## config.mk

```make
export PLATFORM = sky130hd
export DESIGN_NAME = rf_sb_flat
export DESIGN_NICKNAME = d
export VERILOG_FILES = /design/src/rtl/rf_pkg.sv /design/src/rtl/rf_sb_if.sv /design/src/rtl/register.sv /design/src/rtl/rf_sb.sv /design/src/flat_wrapper.sv
export SDC_FILE = /design/constraint.sdc
export NUM_CORES = 1
export LEC_CHECK = 0
export BUFFER_PORTS_ARGS = -buffer_cell sky130_fd_sc_hd__buf_2
export CAP_MARGIN = 40
export CORE_MARGIN = 3
export CORE_UTILIZATION = 45
export CTS_CLUSTER_SIZE = 16
export DETAILED_ROUTE_END_ITERATION = 10
export MAX_ROUTING_LAYER = met4
export PLACE_DENSITY = 0.72
export SLEW_MARGIN = 0
export SYNTH_ARGS = -nofsm -noshare
export SYNTH_HDL_FRONTEND = slang
export SYNTH_HIERARCHICAL = 1
export SYNTH_SLANG_ARGS = --single-unit
```

## constraint.sdc

```tcl
create_clock -name clk -period 3.25 [get_ports clk]
set_input_delay 0.65 -clock clk [delete_from_list [all_inputs] [get_ports clk]]
set_output_delay 0.65 -clock clk [all_outputs]
set_load 0.01 [all_outputs]
```

## src/rtl/rf_pkg.sv

```systemverilog
// rf_pkg: default geometry of the register file and the select-width helper.
package rf_pkg;
   localparam int DEF_DATA_WIDTH = 16;
   localparam int DEF_NUM_REGS   = 8;
   function automatic int addr_w(input int n);
      return (n <= 1) ? 1 : $clog2(n);
   endfunction
endpackage

```

## src/rtl/rf_sb_if.sv

```systemverilog
// rf_sb_if: read, write, reserve and flush ports of the scoreboarded register file.
interface rf_sb_if #(
   parameter int DW = 16,
   parameter int AW = 3
);
   logic [AW-1:0] read1regsel, read2regsel, writeregsel, rsvregsel;
   logic [DW-1:0] read1data, read2data, writedata;
   logic          read1pend, read2pend, write, rsv, flush, err;
   modport master (
      output read1regsel, read2regsel, writeregsel, writedata, write, rsvregsel, rsv, flush,
      input  read1data, read2data, read1pend, read2pend, err
   );
   modport slave (
      input  read1regsel, read2regsel, writeregsel, writedata, write, rsvregsel, rsv, flush,
      output read1data, read2data, read1pend, read2pend, err
   );
endinterface

```

## src/rtl/register.sv

```systemverilog
// register: enable-loaded data register with asynchronous clear.
module register #(
   parameter int WIDTH = 16
) (
   input  logic             clk,
   input  logic             rst,
   input  logic             wr_en_i,
   input  logic [WIDTH-1:0] d_i,
   output logic [WIDTH-1:0] q_o
);
   always_ff @(posedge clk or posedge rst)
      if (rst) q_o <= '0;
      else if (wr_en_i) q_o <= d_i;
endmodule

```

## src/rtl/rf_sb.sv

```systemverilog
// rf_sb: register file with write-to-read bypass, per-register pending bits
// for hazard detection and a sticky error flag for illegal accesses.
module rf_sb
   import rf_pkg::*;
#(
   parameter int DATA_WIDTH = DEF_DATA_WIDTH,
   parameter int NUM_REGS   = DEF_NUM_REGS,
   parameter int ADDR_WIDTH = addr_w(NUM_REGS),
   parameter int BYPASS     = 1,
   parameter int CHECK_PEND = 1
) (
   input logic    clk,
   input logic    rst,
   rf_sb_if.slave bus
);
   localparam int N2 = 1 << ADDR_WIDTH;
   localparam logic [ADDR_WIDTH:0] NR = (ADDR_WIDTH + 1)'(NUM_REGS);
   // storage padded to a power of two so out-of-range entries read as constant 0
   logic [DATA_WIDTH-1:0] q [N2];
   logic [N2-1:0]         pend_q, pend_d, wr_dec, rsv_dec;
   logic                  err_q, err_d;
   logic                  wr_in, rsv_in, rd1_in, rd2_in, wr_ok, rsv_ok, hit1, hit2, rsv_hit;
   assign wr_in   = {1'b0, bus.writeregsel} < NR;
   assign rsv_in  = {1'b0, bus.rsvregsel} < NR;
   assign rd1_in  = {1'b0, bus.read1regsel} < NR;
   assign rd2_in  = {1'b0, bus.read2regsel} < NR;
   assign wr_ok   = bus.write & wr_in;
   assign rsv_ok  = bus.rsv & rsv_in & ~bus.flush;
   assign hit1    = bus.write & (bus.writeregsel == bus.read1regsel);
   assign hit2    = bus.write & (bus.writeregsel == bus.read2regsel);
   assign rsv_hit = wr_ok & (bus.writeregsel == bus.rsvregsel);
   for (genvar g = 0; g < N2; g++) begin : g_reg
      assign wr_dec[g]  = wr_ok & (bus.writeregsel == ADDR_WIDTH'(g));
      assign rsv_dec[g] = rsv_ok & (bus.rsvregsel == ADDR_WIDTH'(g));
      if (g < NUM_REGS) begin : g_store
         register #(DATA_WIDTH) u_reg (
            .clk     (clk),
            .rst     (rst),
            .wr_en_i (wr_dec[g]),
            .d_i     (bus.writedata),
            .q_o     (q[g])
         );
      end else begin : g_pad
         assign q[g] = '0;
      end
   end
   assign bus.read1data = !rd1_in ? '0 : ((BYPASS != 0) && hit1) ? bus.writedata : q[bus.read1regsel];
   assign bus.read2data = !rd2_in ? '0 : ((BYPASS != 0) && hit2) ? bus.writedata : q[bus.read2regsel];
   assign bus.read1pend = pend_q[bus.read1regsel] & ~hit1;
   assign bus.read2pend = pend_q[bus.read2regsel] & ~hit2;
   assign bus.err       = err_q;
   // a same-cycle reserve beats the write's clear: the new producer owns the register
   assign pend_d = bus.flush ? '0 : (pend_q & ~wr_dec) | rsv_dec;
   assign err_d  = err_q | (bus.write & ~wr_in) | ~rd1_in | ~rd2_in | (bus.rsv & ~rsv_in)
                 | (rsv_ok & pend_q[bus.rsvregsel] & ~rsv_hit)
                 | ((CHECK_PEND != 0) & wr_ok & ~pend_q[bus.writeregsel]);
   always_ff @(posedge clk or posedge rst)
      if (rst) begin
         pend_q <= '0;
         err_q  <= 1'b0;
      end else begin
         pend_q <= pend_d;
         err_q  <= err_d;
      end
endmodule

```

## src/flat_wrapper.sv

```systemverilog
// flat-port wrapper written by rule: the top's interface ports become plain ports
module rf_sb_flat import rf_pkg::*;
#(
   parameter int DATA_WIDTH = DEF_DATA_WIDTH,
   parameter int NUM_REGS   = DEF_NUM_REGS,
   parameter int ADDR_WIDTH = addr_w(NUM_REGS),
   parameter int BYPASS     = 1,
   parameter int CHECK_PEND = 1
)
  (clk, rst, bus_read1regsel, bus_read2regsel, bus_writeregsel, bus_writedata, bus_write, bus_rsvregsel, bus_rsv, bus_flush, bus_read1data, bus_read2data, bus_read1pend, bus_read2pend, bus_err);
  rf_sb_if bus_i ();
  input logic clk;
  input logic rst;
  input wire logic [$bits(bus_i.read1regsel)-1:0] bus_read1regsel;
  input wire logic [$bits(bus_i.read2regsel)-1:0] bus_read2regsel;
  input wire logic [$bits(bus_i.writeregsel)-1:0] bus_writeregsel;
  input wire logic [$bits(bus_i.writedata)-1:0] bus_writedata;
  input wire logic [$bits(bus_i.write)-1:0] bus_write;
  input wire logic [$bits(bus_i.rsvregsel)-1:0] bus_rsvregsel;
  input wire logic [$bits(bus_i.rsv)-1:0] bus_rsv;
  input wire logic [$bits(bus_i.flush)-1:0] bus_flush;
  output wire logic [$bits(bus_i.read1data)-1:0] bus_read1data;
  output wire logic [$bits(bus_i.read2data)-1:0] bus_read2data;
  output wire logic [$bits(bus_i.read1pend)-1:0] bus_read1pend;
  output wire logic [$bits(bus_i.read2pend)-1:0] bus_read2pend;
  output wire logic [$bits(bus_i.err)-1:0] bus_err;
  assign bus_i.read1regsel = bus_read1regsel;
  assign bus_i.read2regsel = bus_read2regsel;
  assign bus_i.writeregsel = bus_writeregsel;
  assign bus_i.writedata = bus_writedata;
  assign bus_i.write = bus_write;
  assign bus_i.rsvregsel = bus_rsvregsel;
  assign bus_i.rsv = bus_rsv;
  assign bus_i.flush = bus_flush;
  assign bus_read1data = bus_i.read1data;
  assign bus_read2data = bus_i.read2data;
  assign bus_read1pend = bus_i.read1pend;
  assign bus_read2pend = bus_i.read2pend;
  assign bus_err = bus_i.err;
  rf_sb #(.DATA_WIDTH(DATA_WIDTH), .NUM_REGS(NUM_REGS), .ADDR_WIDTH(ADDR_WIDTH), .BYPASS(BYPASS), .CHECK_PEND(CHECK_PEND)) u_core (.clk(clk), .rst(rst), .bus(bus_i));
endmodule
```

==> flow_metrics.tcl <==
set metrics [dict create \
    hpwl_um 14500 \
    synthTopCellsByCount "137 x dfrtp_1, 80 x mux2_4, 53 x mux4_1" \
    path_clk_slew_ns 0.06 \
    timing.fmax_mhz 345 \
    period_share 0.891 \
    clock-sinks 137 \
    grt_max_degree 36 \
    status "completed" \
    path_cells "buf_2 -> buf_12 -> mux4_1 -> mux2i_1 -> a21oi_1 -> buf_2" \
    worst-path-max-fanout 13 \
    worstPathArrival_ns 2.25 \
    path_delay_family "multiplexers" \
    coreArea_mm2 0.0182 \
    fp.dieH_um 143 \
    final_util 0.531 \
    overflow 0 \
    drv_cap 0 \
    ctsResizeCount 0 \
    placed_area_mm2 0.00904 \
    ys_warn_count 6 \
    critPathLaunchType "primary input" \
    antenna_found_initial 0 \
    avgSynthCellArea_um2 15.1 \
    leakagePower_nw 4.38 \
    grt_pass1_vias 5753 \
    drcViolationCount 0 \
    synth_seq_area_share 0.404 \
    ctsHoldBuffers 0 \
    nNetsFinal 662 \
    rsz0062_at_grt "no" \
    period_minus_slack_ns 2.90 \
    slowest_delay_ns 0.56 \
    grt_busiest_layer "met2" \
    worstMarginPinSlew_ns 0.742 \
    drt_wl_total_um 22500 \
    io_pins 68 \
    gr-usage-met2 0.393 \
    grt_pass1_wl_um 34900 \
    port_buffers 67 \
    async_reset_ff_frac 1.00 \
    vdd_drop_max_mv 0.444 \
    numCtsBuffers 17 \
    stdcell_count 871 \
    globalplace.congestion 0.865 \
    grtUsageTotal 0.235 \
    skew_ns 0.00228 \
    synth_top_area_frac 0.404 \
    hold_viol 0 \
    drtIter0Drc 574 \
    wl_per_cell_um 25.9 \
    crit_top_cell "buf_2" \
    critPathKind "primary input to output port" \
    met1_usage 0.292 \
    syn_inst 563 \
    drv_slew 0 \
    crit_cells 6 \
    post-place-ws_ns 0.405 \
    cp.buffers_inverters 3 \
    ctsRootBufferMaster "clkbuf_16" \
    slowest_stage "mux4_1" \
    hold_slack_ns 0.267 \
    setup-tns-final_ns 0 \
    drtPass1Iterations 6 \
    htreeDepth 4 \
    antenna_left 0 \
    cp-end-kind "output port" \
    die_w_um 143 \
    start_util 0.466 \
    clk_latency_ns 0.42 \
    reg2regPathDepth 3 \
    total_power_mw 5.83 \
    cts_tree "built" \
    netlist.top_cell.by_area "dfrtp_1" \
    drive_above_1_share 0.435 \
    ys.flop_type "dfrtp_1" \
    fin_area_mm2 0.00967 \
    syn_area_mm2 0.00848 \
    cts_buffer_depth 2 \
    synth_cell_type_count 26 \
    syn_to_final_growth_pct 14.0 \
    r2r_slack_ns 1.92 \
    worst_slack_ns 0.353 \
    ys_top_cells_by_area "dfrtp_1 40%, mux4_1 16%, mux2_4 14%, mux2_2 6.4%, mux4_2 4.5%" \
    vias_per_cell 6.20 \
    num_vias 5400 \
    dpl.cell_count 838 \
    antenna_cells 0 \
    grtUsageMet3 0.0416 \
    hold_class "primary input to async pin" \
    yosysMostFrequentCell "dfrtp_1" \
    post_cts.repair.setup_buffers 0 \
    pwr_density_cell_mw_per_mm2 603 \
    rows 49 \
    syn_nets 596 \
    dieArea_mm2 0.0205 \
    synth-seq-cells 137 \
    setup_viol 0 \
    slew_headroom 0.505 \
    synth_edf_count 0 \
    worstPathRequired_ns 2.60 \
]
[kinds of logic after synthesis]
| kind of cell | after synthesis | share of synthesized area |
|---|---|---|
| compound gates | 49 | 0.0297 |
| xor+xnor | 9 | 0.00929 |
| buf+inv | 61 | 0.0609 |
| flops | 137 | 0.404 |
| mux | 236 | 0.460 |
| simple gates | 71 | 0.0364 |
[worst register-to-register path, cell delays in order, from the launching register on]
cell       delay [ns]
dfrtp_1          0.43
mux4_2           0.47
o2111ai_1        0.20
nand4_1          0.10
[path summary, 6_finish.rpt]
check                                      startpoint                                                 to
max                                bus_read2regsel[0]                                   bus_read2data[3]
min                                               rst  u_core/g_reg[5].g_store.u_reg/q_o[12]$_DFFE_PP0P_
max reg2reg                u_core/pend_q[2]$_DFF_PP0_                           u_core/bus.err$_DFF_PP0_
min reg2reg                  u_core/bus.err$_DFF_PP0_                           u_core/bus.err$_DFF_PP0_
max in group asynchronous                         rst   u_core/g_reg[0].g_store.u_reg/q_o[2]$_DFFE_PP0P_
min in group clk                            bus_flush                         u_core/pend_q[0]$_DFF_PP0_
[per-layer routing]
layer / part of all wire / routed length (µm)
met1: 0.41 / 9210
met2: 0.51 / 11500
met3: 0.057 / 1290
met4: 0.022 / 497
met5: 0 / 0
[area by class of cell]
cell class              instances  area (µm²)
inverters                      13        48.8
clock inverters                14         174
fillers                      1429        8540
clock buffers                  18         429
well taps                     229         287
multi-input cells             365        4560
repair buffers                 95         743
flip-flops and latches        137        3430
[placed cells by master (no fill, tap or decap), types with 6 or more instances in the layout]
master and count:
clkbuf_16 17, mux4_2 17, mux2_2 48, mux4_1 53
mux2i_1 38, buf_12 7, buf_2 67, nand2b_1 6
mux2_4 80, o21ai_0 6, nand2_1 8, a21oi_1 40
inv_1 13, nor2_2 6, dfrtp_1 137, xnor2_1 9
nor2_1 39, buf_4 13
[flip-flops by register name (all words and copies together) (netlist names)]
signal                      flops
u_core/pend_q                   8
u_core/bus.err                  1
u_core/g.g_store.u_reg/q_o    128
[power by group]
part           switching [mW]  internal [mW]
registers               0.287           2.06
clock network           0.760           1.21
logic                   0.583          0.930
Power figures use the tool's default switching activity.
